==> src/rtl/match_controller.sv <==
// Match-level sequencer for the pong core: idle -> serve -> play -> point -> over.
// Optional freeze support is compiled in when MATCH_PAUSE_EN is defined.
module match_controller #(
  parameter int unsigned WIN_SCORE   = 7,
  parameter int unsigned SERVE_DELAY = 50,
  parameter int unsigned OVER_HOLD   = 100
) (
  input  logic       clk,
  input  logic       reset,
  input  logic       start,
  input  logic       pointLeft,
  input  logic       pointRight,
  input  logic [3:0] leftScore,
  input  logic [3:0] rightScore,
  input  logic       pause,
  output logic       gameResetN,
  output logic       scoreResetN,
  output logic       serveLeft,
  output logic [2:0] matchState,
  output logic [1:0] winner
);

  typedef enum logic [2:0] {
    StIdle  = 3'd0,
    StServe = 3'd1,
    StPlay  = 3'd2,
    StPoint = 3'd3,
    StOver  = 3'd4
  } state_e;

  localparam logic [3:0]  WinScore  = 4'(WIN_SCORE);
  localparam logic [15:0] ServeLast = 16'(SERVE_DELAY - 1);
  localparam logic [15:0] OverHold  = 16'(OVER_HOLD);

  state_e      state_q;
  logic        start_q;
  logic [15:0] cnt_q;

  logic start_edge;
  logic hold;
  logic win_left;
  logic win_right;

  assign start_edge = start & ~start_q;
  assign win_left   = (leftScore >= WinScore);
  assign win_right  = (rightScore >= WinScore);
  assign matchState = state_q;

`ifdef MATCH_PAUSE_EN
  assign hold = pause;
`else
  logic unused_pause;
  assign unused_pause = pause;
  assign hold         = 1'b0;
`endif

  always_ff @(posedge clk or negedge reset) begin
    if (!reset) begin
      state_q     <= StIdle;
      start_q     <= 1'b0;
      cnt_q       <= '0;
      gameResetN  <= 1'b0;
      scoreResetN <= 1'b1;
      serveLeft   <= 1'b0;
      winner      <= 2'b00;
    end else begin
      start_q     <= start;
      // Scoreboard clear is a single-cycle strobe raised only on match start.
      scoreResetN <= 1'b1;
      case (state_q)
        StIdle: begin
          gameResetN <= 1'b0;
          cnt_q      <= '0;
          if (start_edge) begin
            state_q     <= StServe;
            scoreResetN <= 1'b0;
            winner      <= 2'b00;
            serveLeft   <= 1'b0;
          end
        end

        StServe: begin
          gameResetN <= 1'b0;
          if (!hold) begin
            if (cnt_q == ServeLast) begin
              state_q    <= StPlay;
              cnt_q      <= '0;
              gameResetN <= 1'b1;
            end else begin
              cnt_q <= cnt_q + 16'd1;
            end
          end
        end

        StPlay: begin
          gameResetN <= ~hold;
          if (!hold && (pointLeft || pointRight)) begin
            state_q    <= StPoint;
            cnt_q      <= '0;
            gameResetN <= 1'b0;
            // The side that lost the rally serves; a tie leaves the server alone.
            if (pointLeft && !pointRight) begin
              serveLeft <= 1'b1;
            end else if (pointRight && !pointLeft) begin
              serveLeft <= 1'b0;
            end
          end
        end

        StPoint: begin
          gameResetN <= 1'b0;
          // Second cycle: the scoreboard has registered the point by now.
          if (cnt_q == 16'd1) begin
            cnt_q <= '0;
            if (win_left || win_right) begin
              state_q <= StOver;
              winner  <= {win_right, win_left};
            end else begin
              state_q <= StServe;
            end
          end else begin
            cnt_q <= cnt_q + 16'd1;
          end
        end

        StOver: begin
          gameResetN <= 1'b0;
          if (cnt_q == OverHold) begin
            if (start_edge) begin
              state_q     <= StServe;
              cnt_q       <= '0;
              scoreResetN <= 1'b0;
              winner      <= 2'b00;
            end
          end else begin
            cnt_q <= cnt_q + 16'd1;
          end
        end

        default: begin
          state_q    <= StIdle;
          cnt_q      <= '0;
          gameResetN <= 1'b0;
        end
      endcase
    end
  end

endmodule

==> config.mk <==
export PLATFORM = sky130hd
export DESIGN_NAME = match_controller
export DESIGN_NICKNAME = d
export VERILOG_FILES = /design/src/rtl/match_controller.sv
export SDC_FILE = /design/constraint.sdc
export NUM_CORES = 1
export LEC_CHECK = 0
export CAP_MARGIN = 15
export CORE_ASPECT_RATIO = 0.8
export CORE_MARGIN = 2
export CORE_UTILIZATION = 45
export CTS_CLUSTER_DIAMETER = 80
export DETAILED_ROUTE_END_ITERATION = 10
export PLACE_DENSITY = 0.68
export SLEW_MARGIN = 25
export SYNTH_ARGS = -nofsm -noshare
export SYNTH_HDL_FRONTEND = slang
export SYNTH_SLANG_ARGS = --single-unit
==> constraint.sdc <==
create_clock -name clk -period 2.9 [get_ports clk]
set_input_delay 0.58 -clock clk [delete_from_list [all_inputs] [get_ports clk]]
set_output_delay 0.58 -clock clk [all_outputs]
set_load 0.005 [all_outputs]
==> impl_metrics.py, run 1 <==
metrics = {
    "drt": {
        "postRouteWirelength_mm": 3.49,
        "highest_metal_used": "met4",
        "wl_met1_mm": 1.68,
        "routed-via-count": 1380,
        "drt_iter0_markers": 71,
        "detail_route.wl_per_cell_um": 14.6,
        "detail-route-antenna-nets": 0,
        "dr_wl_met2_mm": 1.58,
        "routed-wl-met3_um": 199,
        "drt_pass1_iterations": 4,
        "drc_errors": 0,
        "via_per_inst": 5.75,
    },
    "placed_design": {
        "buffer_ports.inserted": 20,
        "dpl.hpwl_mm": 2.57,
        "placement.setup.worst_slack_ns": 0.476,
        "placedCellCount": 236,
        "place_congestion": 0.831,
    },
    "setup_path": {
        "cp-start-kind": "flip-flop",
        "required_ns": 3.07,
        "slowest_stage": "or3b_2",
        "rr_startpoint": "cnt_q[1]$_DFFE_PN0P_",
        "crit_end_element": "flip-flop",
        "critical_path_class": "reg2reg",
        "timing.critical_path.slowest_cell_delay_ns": 0.45,
        "crit_arrival_ns": 2.58,
        "reg2reg_setup_slack_ns": 0.49,
        "r2r-end": "matchState[0]$_DFFE_PN0P_",
        "reg2regPathDepth": 7,
        "critical_path_peak_fanout": 8,
        "cp_cell_sequence": "inv_1 > ha_1 > or3b_2 > nor3_1 > o221ai_2 > or2_1 > o32a_1",
    },
    "cts": {
        "hold_buffers": 0,
        "clk_path_buf_depth": 2,
        "cts_tree": "yes",
        "cts_buffers": 3,
        "cts.repair_timing.setup_buffer_count": 0,
        "clk_pin_slew_worst_paths_ns": 0.09,
        "cts_root_buffer": "clkbuf_8",
        "clock_insertion_delay_worst_skew_ns": 0.28,
        "clkSinkCount": 25,
        "cts_htree_levels": 1,
        "cts_resized": 0,
    },
    "sta": {
        "final.period_utilization": 0.831,
        "fmax_ghz": 0.415,
        "final_period_minus_worst_setup_slack_ns": 2.41,
        "setup-tns-final_ns": 0,
        "timing.clock.skew_ns": 0.00885,
        "max-slew-margin-rel": 0.482,
        "finalHoldViolations": 0,
        "timing.final.ws_setup_ns": 0.490,
        "finalSetupViolCount": 0,
        "rsz0062_at_grt": "no",
        "final-max-slew-violation-count": 0,
        "worst_slew_pin_slew_ns": 0.775,
    },
    "power": {
        "power.clock.fraction": 0.247,
        "switching_power_mw": 0.277,
        "internal_power_mw": 0.583,
        "combPwrFrac": 0.273,
        "netSwitchingFraction": 0.322,
        "seq_pwr_share": 0.480,
        "p_leak_nw": 0.760,
        "ir_worst_vdd_uv": 253,
        "p_per_area_nw_per_um2": 466,
    },
    "logic_synthesis": {
        "sequential_cell_area_fraction_in_the_yosys_report": 0.404,
        "ys_top_cells_by_area": "dfrtp_1 39%, nand2_1 5.8%, a21oi_1 4.5%",
        "synth.yosys.warnings": 0,
        "synth_cell_types": 48,
        "synth-main-ff-cell": "dfrtp_1",
        "synth.avg_cell_area_sq_um": 8.71,
        "netlist_instances": 178,
        "number_of_enable_type_register_cells_in_the_synthesized_netlist": 0,
        "postSynthRegisterBits": 25,
        "synthArstFlopShare": 1.00,
        "syn_nets": 195,
        "post_synth_instance_area_sq_um": 1550,
        "synthDominantAreaCellType": "dfrtp_1",
        "synth_top_area_share": 0.387,
    },
    "die": {
        "initial_core_util": 0.459,
        "fp.dieArea_sq_um": 3930,
        "fp.dieH_um": 56.5,
        "design.core.area_sq_um": 3380,
        "floorplan.rows": 19,
        "io_pins": 22,
        "dieWidth_um": 69.6,
    },
    "global_routing": {
        "overflow": 0,
        "first_global_vias": 1288,
        "grt_pass1_wl_mm": 6.13,
        "grt_max_degree": 26,
        "antenna_violations_before_repair": 0,
        "grt_util_all_layers": 0.196,
    },
    "run_status": {
        "outcome": "finished, final reports clean",
    },
    "hold_path": {
        "holdPathStages": 2,
        "timing.hold.worst.start": "winner[1]$_DFFE_PN0P_",
        "worstHoldEndpoint": "winner[1]$_DFFE_PN0P_",
        "hp-class": "reg2reg",
    },
    "layout": {
        "num-nets-final": 216,
        "post_route_cells_drive_above_1_share": 0.121,
        "final-instance-count-excl-fill": 240,
        "area_growth_pct": 19.0,
        "nFillCells": 315,
        "antenna_cells": 0,
    },
    "flow_run": {
        "max_cap_viol_count": 0,
    },
}
-- cell usage after synthesis (all sizes together) (3+ instances only) --
master   n
and2     4
a31o     3
buf      3
or4      3
nor2b    3
xor2     3
dfrtp   24
xnor2    4
nand4    3
nand3    6
a21oi   14
ha       3
o21ai   12
o22ai    4
or2      4
nand2   24
nor2    13
nor3     8
clkbuf   6
inv      7
-- logic make-up after synthesis --
| logic type | after synthesis | share of synthesized area |
|---|---|---|
| buffers and inverters | 16 | 0.0452 |
| xor gates and xnor gates | 7 | 0.0395 |
| adders and majority gates | 3 | 0.0242 |
| AOI/OAI and AO/OA | 47 | 0.211 |
| DFF | 25 | 0.404 |
| and+or+nand+nor | 80 | 0.276 |
-- routing by layer --
metal,up-vias,GRT usage
met3,5,0.0521
met5,-,0
met1,663,0.268
met2,33,0.313
li1,679,-
met4,0,0.0495
-- stage by stage --
stage / power (mW) / cell area, sq um / hold slack [ns] / util
floorplan: 0.548 / 1550 / 0.284 / -
global placement: 0.646 / 1800 / 0.495 / 0.533
detailed placement: 0.655 / 1800 / 0.509 / 0.533
CTS: 0.870 / 1840 / 0.531 / 0.546
global route: 0.918 / 1840 / 0.580 / 0.546
finish: 0.860 / 1840 / 0.521 / 0.546
-- final cells by class --
cell class	instances	area [sq um]	share of cell area
multi-input combinational	137	855	0.463
sequential	25	627	0.340
timing repair buffer	25	238	0.129
tap	42	52.6	0.0285
clock inverter	1	5.00	0.00271
inverter	7	26.3	0.0142
clock buffer	3	41.3	0.0224
-- power by group through the flow --
stage          registers [mW]  clock network, mW  logic, mW
6_report                0.413              0.212      0.235
5_1_grt                 0.419              0.235      0.265
4_1_cts                 0.412              0.222      0.236
3_5_place_dp            0.418                  0      0.237
3_3_place_gp            0.417                  0      0.229
2_1_floorplan           0.400                  0      0.148
-- registers in the layout, indices dropped and copies added, names as in the netlist --
register / cells
matchState: 3
start_q: 1
winner: 2
scoreResetN: 1
serveLeft: 1
gameResetN: 1
cnt_q: 16
-- worst max-delay path, delay by kind of cell, from the launching register on --
family          cells  cell delay (ns)
buf+inv             1             0.10
compound gates      2             0.56
simple gates        3             1.08
fa+ha+maj           1             0.13
flops               1             0.43
-- layout by cell type (no fill, tap or decap), types with 2 or more instances in the layout --
cell,count
nand2b_1,2
clkdlybuf4s50_1,20
o21ai_0,12
inv_1,7
xor2_1,3
nor2b_1,3
or4_4,2
buf_4,5
or2_2,3
a31o_2,3
nor2_1,13
nand4_1,3
nand2_1,24
ha_1,3
and2_1,4
a21oi_1,14
nand3_1,6
nor3_1,8
dfrtp_1,24
xnor2_1,4
o22ai_1,4
clkbuf_8,3
o211ai_1,2
-- worst max path at each step --
stage | start | endpoint | slack, ns | depth (start not counted)
global placement | pointRight | cnt_q[4]$_DFFE_PN0P_ | 0.48 | 6
detailed placement | pointRight | cnt_q[4]$_DFFE_PN0P_ | 0.48 | 6
global route | cnt_q[1]$_DFFE_PN0P_ | cnt_q[4]$_DFFE_PN0P_ | 0.27 | 8
floorplan | cnt_q[3]$_DFFE_PN0P_ | cnt_q[4]$_DFFE_PN0P_ | 0.67 | 6
finish | cnt_q[1]$_DFFE_PN0P_ | matchState[0]$_DFFE_PN0P_ | 0.49 | 7
CTS | cnt_q[1]$_DFFE_PN0P_ | matchState[0]$_DFFE_PN0P_ | 0.50 | 7
Note: power is estimated with default switching activity, not from simulation.
==> run 2: changes to the inputs <==
Clock period 2.9 ns to 2.25 ns, I/O delays scaled along.
==> impl_metrics.py, run 2 (synthesized netlist as in run 1, its figures left out) <==
metrics = {
    "global_routing": {
        "grt_max_degree": 26,
        "grt_util_all_layers": 0.205,
        "grt_pass1_wl_mm": 6.44,
        "antenna_violations_before_repair": 0,
        "overflow": 0,
        "first_global_vias": 1430,
    },
    "layout": {
        "final-instance-count-excl-fill": 257,
        "antenna_cells": 0,
        "largest_register_ffs": 16,
        "final_cell_mix": "24 x nand2_1, 24 x dfrtp_1, 21 x buf_4",
        "area_growth_pct": 30.0,
        "most_flop_heavy_register": "cnt_q",
        "post_route_cells_drive_above_1_share": 0.219,
        "num-nets-final": 233,
    },
    "cts": {
        "clkSinkCount": 25,
        "cts_htree_levels": 1,
        "cts_tree": "yes",
        "cts_root_buffer": "clkbuf_8",
        "clk_path_buf_depth": 2,
        "clock_insertion_delay_worst_skew_ns": 0.27,
        "clk_pin_slew_worst_paths_ns": 0.09,
        "cts_buffers": 3,
    },
    "placed_design": {
        "placedCellCount": 249,
        "placement.setup.worst_slack_ns": -0.0296,
        "buffer_ports.inserted": 20,
        "dpl.hpwl_mm": 2.76,
        "place_congestion": 0.861,
    },
    "power": {
        "p_leak_nw": 0.851,
        "ir_worst_vdd_uv": 303,
        "p_per_area_nw_per_um2": 585,
    },
    "drt": {
        "detail-route-antenna-nets": 0,
        "routed-via-count": 1489,
        "drc_errors": 0,
        "detail_route.wl_per_cell_um": 14.7,
        "drt_iter0_markers": 64,
        "via_per_inst": 5.79,
        "drt_pass1_iterations": 4,
        "postRouteWirelength_mm": 3.77,
    },
    "hold_path": {
        "hp-class": "reg2reg",
    },
    "sta": {
        "max-slew-margin-rel": 0.701,
        "final_period_minus_worst_setup_slack_ns": 2.24,
        "timing.final.ws_setup_ns": 0.0137,
        "fmax_ghz": 0.447,
        "finalSetupViolCount": 0,
        "timing.clock.skew_ns": 0.00310,
        "final.period_utilization": 0.994,
        "rsz0062_at_grt": "yes",
        "final-max-slew-violation-count": 0,
        "min_hold_slack_ns": 0.502,
        "finalHoldViolations": 0,
        "worst_slew_pin_slew_ns": 0.447,
    },
    "setup_path": {
        "cp-start-kind": "flip-flop",
        "critical_path_peak_fanout": 4,
        "critical_path_class": "reg2reg",
        "crit_arrival_ns": 2.44,
        "crit_end_element": "flip-flop",
        "required_ns": 2.45,
    },
    "die": {
        "design.core.area_sq_um": 3380,
        "floorplan.rows": 19,
        "initial_core_util": 0.459,
        "dieWidth_um": 69.6,
        "fp.dieArea_sq_um": 3930,
        "io_pins": 22,
        "fp.dieH_um": 56.5,
    },
    "run_status": {
        "outcome": "finished, final reports clean",
    },
    "flow_run": {
        "max_cap_viol_count": 0,
    },
}
-- run 2: worst paths after layout --
path                                    endpoint  slack [ns]             startpoint  depth (start not counted)
min in group asynchronous  winner[0]$_DFFE_PN0P_        0.53                  reset                          2
max                         cnt_q[7]$_DFFE_PN0P_        0.01  cnt_q[10]$_DFFE_PN0P_                          5
max in group asynchronous  scoreResetN$_DFF_PN1_        1.43                  reset                          2
min reg2reg                winner[0]$_DFFE_PN0P_        0.50  winner[0]$_DFFE_PN0P_                          2
max reg2reg                 cnt_q[7]$_DFFE_PN0P_        0.01  cnt_q[10]$_DFFE_PN0P_                          5
min                        winner[0]$_DFFE_PN0P_        0.50  winner[0]$_DFFE_PN0P_                          2
-- run 2: worst max-delay path, stage by stage (launching register included) --
cell and delay [ns]:
dfrtp_1 0.40, or4_4 0.56, or4_4 0.53, o31a_1 0.38, buf_4 0.18, a21oi_2 0.11
-- run 2: repair_timing --
item	4_1_cts	5_1_grt
endpoints found under the hold margin	0	0
hold buffers	0	0
gates resized for setup	1	9
endpoints found under the setup margin	7	12
pin swaps	1	4
buffers inserted	0	4
-- run 2: per-stage QoR --
stage	cell area (sq um)	utilization	total power, mW	TNS [ns]
floorplan	1550	-	0.707	0
global placement	1900	0.562	0.863	0
detailed placement	1900	0.562	0.873	-0.105
CTS	1950	0.576	1.15	0
global route	2020	0.597	1.25	-0.0808
finish	2020	0.597	1.18	0
-- run 2: layout make-up --
class                      instances  area, sq um
timing repair buffer              42          369
clock buffer                       4         45.0
inverter                           7         26.3
sequential                        25          627
multi-input combinational        137          896
fill                             297         1360
tap                               42         52.6
-- run 2: per-layer routing --
metal / wire (um) / GRT usage
met4: 27 / 0.0495
met5: 0 / 0
met3: 174 / 0.0485
met1: 1700 / 0.262
met2: 1870 / 0.353
-- run 2: report_power, final --
part,total [mW],internal (mW),switching [mW]
Clock,0.271,0.127,0.144
Combinational,0.393,0.197,0.196
Sequential,0.516,0.481,0.0342
Total,1.18,0.805,0.374
==> run 3: changes to the inputs <==
Settings changed: CTS_CLUSTER_DIAMETER 80 to 50.
==> results of run 3 <==
Same layout as run 2: the final DEF is identical, and so are final timing and power.
